[src/rtl/edge_delay_trigger.sv]
// edge_delay_trigger: multi-channel delayed-trigger generator.
// Each channel watches its enable input for a rising edge. It then counts a
// per-channel programmable number of clk edges and asserts trigger, either as
// a held level or as a single-cycle pulse.
//
// Parameters
//   CHANNELS  : number of independent channels
//   CNT_W     : delay counter width (max delay 2**CNT_W-1 cycles)
//   RETRIGGER : 1 = an edge during a countdown restarts it,
//               0 = an edge during a countdown is ignored
//
// Ports
//   clk      : clock, all logic on the rising edge
//   rst      : synchronous reset, active-high
//   enable   : per-channel start request (rising edge starts a count)
//   delay    : per-channel delay D, channel i at [i*CNT_W +: CNT_W]
//   mode     : per-channel output mode, 0 = level, 1 = one-cycle pulse
//   ovr_clr  : per-channel clear of the sticky overrun flag
//   trigger  : per-channel delayed trigger (registered)
//   busy     : per-channel "counting" flag (registered)
//   overrun  : per-channel sticky flag, an edge arrived while counting
module edge_delay_trigger #(
    parameter int unsigned CHANNELS  = 4,
    parameter int unsigned CNT_W     = 8,
    parameter bit          RETRIGGER = 1'b1
) (
    input  logic                      clk,
    input  logic                      rst,
    input  logic [CHANNELS-1:0]       enable,
    input  logic [CHANNELS*CNT_W-1:0] delay,
    input  logic [CHANNELS-1:0]       mode,
    input  logic [CHANNELS-1:0]       ovr_clr,
    output logic [CHANNELS-1:0]       trigger,
    output logic [CHANNELS-1:0]       busy,
    output logic [CHANNELS-1:0]       overrun
);

    typedef enum logic [1:0] {
        S_IDLE  = 2'd0,
        S_COUNT = 2'd1,
        S_DONE  = 2'd2
    } state_e;

    for (genvar i = 0; i < int'(CHANNELS); i++) begin : g_ch

        state_e           state_q, state_d;
        logic [CNT_W-1:0] cnt_q,   cnt_d;
        logic             mode_q,  mode_d;
        logic             trig_q,  trig_d;
        logic             ovr_q,   ovr_d;
        logic             busy_q;
        logic             hist_q;

        logic             rise;
        logic             start;
        logic [CNT_W-1:0] d_in;

        assign d_in = delay[i*CNT_W +: CNT_W];
        assign rise = enable[i] & ~hist_q;

        // An edge starts a new count unless we are counting and restarts are disabled.
        assign start = rise & ((state_q != S_COUNT) | RETRIGGER);

        // Next-state logic for one channel.
        always_comb begin
            state_d = state_q;
            cnt_d   = cnt_q;
            mode_d  = mode_q;
            trig_d  = trig_q;
            ovr_d   = ovr_q;

            // IDLE only carries trigger high during the one pulse cycle; drop it.
            if (state_q == S_IDLE) begin
                trig_d = 1'b0;
            end

            // Set wins over clear.
            if (ovr_clr[i]) begin
                ovr_d = 1'b0;
            end
            if (rise && (state_q == S_COUNT)) begin
                ovr_d = 1'b1;
            end

            if (start) begin
                mode_d = mode[i];
                if (d_in == '0) begin
                    trig_d  = 1'b1;
                    cnt_d   = '0;
                    state_d = mode[i] ? S_IDLE : S_DONE;
                end else begin
                    trig_d  = 1'b0;
                    cnt_d   = d_in;
                    state_d = S_COUNT;
                end
            end else if (state_q == S_COUNT) begin
                if (cnt_q == CNT_W'(1)) begin
                    trig_d  = 1'b1;
                    cnt_d   = '0;
                    state_d = mode_q ? S_IDLE : S_DONE;
                end else begin
                    cnt_d = cnt_q - CNT_W'(1);
                end
            end
        end

        // Channel registers; the edge history tracks enable even in reset.
        always_ff @(posedge clk) begin
            if (rst) begin
                state_q <= S_IDLE;
                cnt_q   <= '0;
                mode_q  <= 1'b0;
                trig_q  <= 1'b0;
                ovr_q   <= 1'b0;
                busy_q  <= 1'b0;
                hist_q  <= enable[i];
            end else begin
                state_q <= state_d;
                cnt_q   <= cnt_d;
                mode_q  <= mode_d;
                trig_q  <= trig_d;
                ovr_q   <= ovr_d;
                busy_q  <= (state_d == S_COUNT);
                hist_q  <= enable[i];
            end
        end

        assign trigger[i] = trig_q;
        assign busy[i]    = busy_q;
        assign overrun[i] = ovr_q;

    end : g_ch

endmodule : edge_delay_trigger
[config.mk]
export PLATFORM = sky130hd
export DESIGN_NAME = edge_delay_trigger
export DESIGN_NICKNAME = d
export VERILOG_FILES = /design/src/rtl/edge_delay_trigger.sv
export SDC_FILE = /design/constraint.sdc
export NUM_CORES = 1
export LEC_CHECK = 0
export CAP_MARGIN = 25
export CORE_MARGIN = 2
export CORE_UTILIZATION = 54
export CTS_BUF_LIST = sky130_fd_sc_hd__clkbuf_2
export DETAILED_ROUTE_END_ITERATION = 10
export PLACE_DENSITY = 0.81
export SYNTH_ARGS = -nofsm -noshare
export SYNTH_HDL_FRONTEND = slang
export SYNTH_SLANG_ARGS = --single-unit
[constraint.sdc]
create_clock -name clk -period 2.2 [get_ports clk]
set_clock_uncertainty 0.15 [all_clocks]
set_input_delay 0.55 -clock clk [delete_from_list [all_inputs] [get_ports clk]]
set_output_delay 0.55 -clock clk [all_outputs]
set_load 0.005 [all_outputs]
==> key figures, run 1 <==
Critical path
  – Setup crit end kind: flop
  – CP Data Required Time: roughly 2.4 ns
  – Critical-path cell list: inv_1, ha_1, nor3b_1, nand2_1, or4b_1, a311oi_2
  – Crit Path Category: flop to flop
  – CP Max Fanout: 5
  – Crit path launch type: flop
  – Worst path slowest cell: or4b_1
  – Critical path's largest stage delay: 0.49 ns
  – Buffers plus inverters on the worst setup path: 1
  – Worst Path Arrival: roughly 2.2 ns
  – CP delay by family, top: simple AND/OR/NAND/NOR gates

Drt
  – Residual DRC: 0
  – Post-route ant nets: 0
  – Via density: 5.669
  – DRT Pass-1 Iters: 5
  – Wire per inst: 13.68 um
  – DRT Wirelength: about 7.3 mm
  – Initial DRC count: roughly 170
  – Via Count: between 3000 and 4000

CTS
  – Clk root buf: clkbuf_2
  – Worst-path clk slew: around 0.15 ns
  – TritonCTS clock tree: done
  – # hold bufs at CTS: 0
  – Clk_lat worst skew: roughly 0.45 ns
  – Post-CTS Setup Bufs: 0
  – H-tree depth: 3
  – Clock buffer depth: 2
  – CTS resizes: 0
  – Num CTS Buffers: 9
  – Clock net sink count: 60

Cells and area
  – Share of layout cells above drive strength 1: 8.061%
  – Post-route insts no fill: between 500 and 600
  – Area delta synth->final: 21.42%
  – N_diodes: 0
  – Fin nets: a little over 500

STA
  – Max Clk Rate: ~500 MHz
  – Minimum clock period: slightly above 2 ns
  – Final Setup Violations: 0
  – Slew Limit Headroom: between 50% and 60%
  – Final hold vios: 0
  – Slew Viols, Final: 0
  – Fin Setup TNS: 0 ns
  – Unrepaired setup endpoints after global routing: no
  – Final setup margin: 0.1695 ns
  – Fin crit share: approximately 92%
  – Worst-margin pin slew: between 0.6 and 0.7 ns

Power and ir drop
  – Total net switching power: 0.0007448 W
  – Max IR drop VDD: about 0.00034 V
  – Leakage power: around 1.5 nW
  – Switching Fraction: 32.02%
  – Reg power frac: between 50 and 60%
  – Comb pwr share: roughly a quarter
  – Pwr dens: 595.2 nW/um^2
  – Design Power: between 0.002 and 0.0025 W
  – Clock share of power: a little over a fifth
  – Pint: between 0.0015 and 0.002 W

Die
  – Die height: 81.20 um
  – Initial Utilization: between 50 and 60%
  – IO Pins: 58
  – Die width: between 80 and 90 um
  – Core area: 5851 um^2
  – Die area: roughly 6600 um^2
  – Site row count: 28

Global route
  – Initial antenna violation count: 0
  – First-pass GRT wire length: 12.29 mm
  – Largest net degree at the start of global routing: 39
  – Grt total ovfl: 0
  – Gr usage total: about a quarter
  – Vias in the first global route: between 2000 and 3000

Yosys
  – Flop and latch count out of synthesis: 60
  – Mapped Cells: about 400
  – Area leader, netlist: dfxtp_1
  – Sequential fraction of the synthesis area: a little under two fifths
  – EDFF count, synth: 0
  – Syn Nets: around 450
  – Yosys top cell area share: a little under two fifths
  – Largest cells by area after synthesis: dfxtp_1 (37%), a21oi_1 (5.3%), nor2_1 (4.9%)
  – Dominant synthesized flop cell: dfxtp_1
  – Distinct cell type count after synthesis: between 40 and 50
  – Yosys warning total: 0
  – Average size of a mapped cell: 8.065 um^2
  – Cell Area, Synth: 3218 um^2
  – Async S/R FF share, synth: 0%

Placement
  – Cells after DPL: between 500 and 600
  – Post-Place Setup Slack: between 0.05 and 0.06 ns
  – GP Congestion: about 0.89
  – Port Buffers: between 50 and 60
  – DP Wirelength: approximately 5.4 mm

Job
  – MaxCap Viol Count: 0

Hold path
  – Hold Path Class: flop to flop

Outcome
  – Status: finished, final reports clean
-- worst paths after layout --
kind,startpoint,end,slack (ns),cells past startpoint
max,g_ch[0].cnt_q[1],g_ch[0].cnt_q[3],0.17,6
min,g_ch[2].mode_q,g_ch[2].mode_q,0.32,2
max reg2reg,g_ch[0].cnt_q[1],g_ch[0].cnt_q[3],0.17,6
min reg2reg,g_ch[2].mode_q,g_ch[2].mode_q,0.32,2
-- per-layer routing --
metal | share of wire, % | vias to the layer above | GRT usage [%]
li1 | - | 1545 | -
met1 | 48 | 1386 | 30.70
met4 | 0.99 | 0 | 8.305
met3 | 4.6 | 8 | 4.556
met5 | 0 | - | 0
met2 | 47 | 88 | 38.51
-- tightest hold or removal path: cells and delay by family, from the launching register on --
family / cells / cell delay (ns)
flops: 1 / 0.34
simple gates: 1 / 0.05
compound gates: 1 / 0.05
-- sequential cells by signal (all words and copies together) (netlist names) --
| signal | cells |
|---|---|
| g_ch.cnt_q | 32 |
| g_ch.hist_q | 4 |
| g_ch.busy_q | 4 |
| g_ch.ovr_q | 4 |
| g_ch.trig_q | 4 |
| g_ch.mode_q | 4 |
| g_ch.state_q | 8 |
-- cell usage in the layout, fill, tap and decap left out, types with 3 or more instances in the layout --
cell             netlist  final
nand4_1                4      4
nand2b_1               8      8
dfxtp_1               60     60
nand2_1               32     32
nor3_1                19     19
xor2_1                 8      8
nand3b_1               3      3
nor4_1                12     12
a21oi_1               34     34
o31ai_1                4      4
nor2_1                42     42
inv_1                 16     16
a41oi_1                3      3
ha_1                   8      8
a211oi_1              12     12
nor3b_1               13     13
mux2i_1                7      7
a22oi_1                7      7
a311oi_1               4      4
nand3_1               19     19
o211ai_1               4      4
buf_4                 12     21
clkbuf_2               1      9
o21ai_0                5      5
and3_1                 4      4
nor2b_1               12     12
clkinv_1               0      3
clkdlybuf4s50_1        0     56
or4_1                  3      3
a31oi_1                5      5
-- logic make-up (layout without fill, tap and decap cells) --
| family | after synthesis | after routing | synth area share (%) |
|---|---|---|---|
| buffers and inverters | 48 | 108 | 7.893 |
| multiplexers | 7 | 7 | 2.177 |
| AO/OA/AOI/OAI | 88 | 88 | 18.00 |
| XOR/XNOR | 9 | 9 | 2.450 |
| adder cells (fa/ha/maj) | 8 | 8 | 3.111 |
| AND/OR/NAND/NOR | 179 | 179 | 29.04 |
| flip-flops | 60 | 60 | 37.32 |
-- power by group through the flow --
stage	combinational (W)	clock [W]	sequential (W)
2_1_floorplan	0.000383	0	0.00124
3_3_place_gp	0.000561	0	0.00126
3_5_place_dp	0.000576	0	0.00126
4_1_cts	0.000580	0.000516	0.00124
5_1_grt	0.000648	0.000565	0.00126
6_report	0.000582	0.000502	0.00124
-- metrics by stage --
stage / utilization [%] / instance area (um^2) / hold slack (ns)
after floorplan: - / 3218 / 0.2811
after global placement: 65.65 / 3841 / 0.2943
after detailed placement: 65.65 / 3841 / 0.2988
after CTS: 66.79 / 3908 / 0.3173
after global routing: 66.79 / 3908 / 0.3305
final: 66.79 / 3908 / 0.3169
-- cell usage after synthesis (2+ instances only) --
master and number:
o21ai_0 5, inv_1 16, nand4b_1 2, nor2_1 42
xor2_1 8, nand4_1 4, a21oi_1 34, ha_1 8
a311oi_1 4, a31oi_1 5, dfxtp_1 60, a211oi_1 12
nor4_1 12, clkbuf_1 14, or4_1 3, or4b_1 2
nor3b_1 13, o211ai_1 4, a22oi_1 7, nor2b_1 12
nand3b_1 3, o31ai_1 4, clkbuf_8 2, nand2b_1 8
buf_1 2, nor3_1 19, nand3_1 19, mux2i_1 7
a41oi_1 3, o32ai_1 2, and3_1 4, buf_4 12
nand2_1 32
-- cell type report --
class	instances	area [um^2]
Fill cell	506	1943
Multi-Input combinational cell	291	1763
Sequential cell	60	1201
Timing Repair Buffer	78	723.2
Tap cell	75	93.84
Inverter	16	60.06
Clock buffer	9	45.04
Clock inverter	5	21.27
Power figures use the tool's default switching activity.
==> inputs of run 2 (changes only) <==
GPL_ROUTABILITY_DRIVEN = 0   (was not set)
SLEW_MARGIN = 10   (was not set)
==> results of run 2 <==
Same layout as run 1: the final DEF is identical, and so are final timing and power.
==> inputs of run 3 (changes only) <==
CORE_UTILIZATION = 55   (was 54)
DONT_BUFFER_PORTS = 1   (was not set)
PLACE_DENSITY = 0.69   (was 0.81)
==> key figures, run 3 (same netlist as run 1, synthesis figures left out) <==
Cells and area
  – Share of layout cells above drive strength 1: about 8.1%
  – FILL cells: approximately 490
  – Biggest regs: g_ch.cnt_q: 32 flops, g_ch.state_q: 8 flops
  – Area delta synth->final: 7.232%
  – Register area: roughly 1200 um^2
  – Post-route insts no fill: roughly 480
  – Fin nets: about 460
  – Commonest non-fill, non-tap cells in the layout: dfxtp_1 (60), nor2_1 (42), a21oi_1 (34), nand2_1 (32)
  – Most common cell after layout, fill and taps aside: dfxtp_1
  – N_diodes: 0
  – Biggest register: g_ch.cnt_q
  – Area occupied by multi-input gates: between 1500 and 2000 um^2
  – Largest register FFs: 32

Critical path
  – Buffers plus inverters on the worst setup path: 1
  – Worst r2r src: g_ch[2].cnt_q[1]
  – Setup crit end kind: flop
  – Flop-to-flop setup slack: roughly 0.3 ns
  – Critical path's largest stage delay: between 0.4 and 0.5 ns
  – CP Max Fanout: 6
  – Worst path slowest cell: dfxtp_1
  – CP delay by family, top: compound AO/OA/AOI/OAI gates
  – Crit path launch type: flop
  – CP startpoint: g_ch[2].cnt_q[1]
  – CP Data Required Time: around 2.5 ns
  – Worst Path Arrival: approximately 2.2 ns
  – Critical-path cell list: inv_1, ha_1, nor3b_1, a21oi_1, nand3b_1, a311oi_1
  – Crit Path Category: flop to flop

CTS
  – Num CTS Buffers: 9
  – Clock net sink count: 60
  – Clk_lat worst skew: 0.48 ns
  – Worst-path clk slew: 0.19 ns
  – Clock buffer depth: 2
  – TritonCTS clock tree: done
  – H-tree depth: 3
  – Clk root buf: clkbuf_2

STA
  – Worst-margin pin slew: between 0.5 and 0.6 ns
  – Max Clk Rate: roughly 530 MHz
  – Slew Limit Headroom: between 60 and 70%
  – Slew Viols, Final: 0
  – Minimum clock period: about 1.9 ns
  – Unrepaired setup endpoints after global routing: no
  – Final hold vios: 0
  – Final Setup Violations: 0
  – Fin crit share: between 80% and 90%
  – Fin Setup TNS: 0 ns

Power and ir drop
  – Leakage power: approximately 1.3 nW
  – Clock share of power: between 30% and 40%
  – Pwr dens: between 700 and 800 nW/um^2
  – Switching Fraction: between 30% and 40%
  – Comb pwr share: about a fifth
  – Pint: about 0.0018 W
  – Reg power frac: 49.6%
  – Max IR drop VDD: approximately 0.00046 V
  – Total net switching power: between 0.0007 and 0.0008 W

Global route
  – Gr usage total: a little under a quarter
  – Largest net degree at the start of global routing: 55
  – Vias in the first global route: between 2000 and 3000
  – Initial antenna violation count: 0
  – First-pass GRT wire length: ~12 mm
  – Grt total ovfl: 0

Placement
  – Cells after DPL: ~450
  – Port Buffers: 0
  – DP Wirelength: just under 5 mm

Die
  – Site row count: 27
  – Die area: ~6500 um^2
  – Die height: slightly above 80 um
  – Core area: approximately 5600 um^2
  – Die width: around 80 um
  – Initial Utilization: between 50 and 60%
  – IO Pins: 58

Drt
  – DRT Wirelength: between 7 and 8 mm
  – Initial DRC count: around 170
  – Wire length on met1: 3.353 mm
  – Post-route ant nets: 0
  – Residual DRC: 0
  – Max layer used: met4
  – DR WL met3: ~440 um
  – DRT Pass-1 Iters: 5
  – Via density: between 6 and 7
  – Met2 WL: ~3.3 mm
  – Wire per inst: between 15 and 20 um
  – Via Count: 2870

Hold path
  – Hold path startpoint: delay[17]
  – Hold Path Class: input port to flop

Outcome
  – Status: finished, final reports clean

Job
  – MaxCap Viol Count: 0
-- run 3: layout make-up --
class	instances	share of cell area, %
inverter	16	1.740
multi-input combinational	291	51.09
timing repair buffer	23	6.019
tap	72	2.611
sequential	60	34.81
clock buffer	10	1.450
clock inverter	6	2.284
-- run 3: worst paths after layout --
check	endpoint	depth (start not counted)
worst max-delay path	g_ch[2].cnt_q[2]	6
worst min register to register	g_ch[1].mode_q	2
worst min-delay path	g_ch[2].cnt_q[1]	2
worst max register to register	g_ch[2].cnt_q[2]	6
-- run 3: what timing repair did --
| item | 4_1_cts | 5_1_grt |
|---|---|---|
| endpoints found under the hold margin | 58 | 1 |
| hold buffers | 9 | 1 |
| setup endpoints to repair | 0 | 0 |
| setup buffers | 0 | 0 |
| gates resized for setup | 0 | 0 |
-- run 3: power groups by stage --
stage | Sequential [W] | Combinational (W) | Clock [W]
2_1_floorplan | 0.00124 | 0.000383 | 0
3_3_place_gp | 0.00126 | 0.000436 | 0
3_5_place_dp | 0.00126 | 0.000439 | 0
4_1_cts | 0.00124 | 0.000473 | 0.000803
5_1_grt | 0.00126 | 0.000536 | 0.000854
6_report | 0.00124 | 0.000478 | 0.000788
-- run 3: through the flow --
step                      utilization [%]  instance area, um^2  worst slack, ns  power, W  hold WS [ns]
final                               61.91                 3451           0.3011  0.002510       0.05301
after global routing                61.91                 3451           0.1519  0.002648      0.003637
after CTS                           61.73                 3441           0.3153  0.002518      0.002639
after detailed placement            57.62                 3212           0.3268  0.001703        0.2935
after global placement              57.62                 3212           0.3738  0.001699        0.2900
after floorplan                         -                 3218           0.4079  0.001627        0.2811
-- run 3: metal layers --
layer  track usage [%]  up-vias
met5                 0        -
met4             10.17        0
met3             4.607        9
met1             31.44     1330
li1                  -     1443
met2             37.83       88
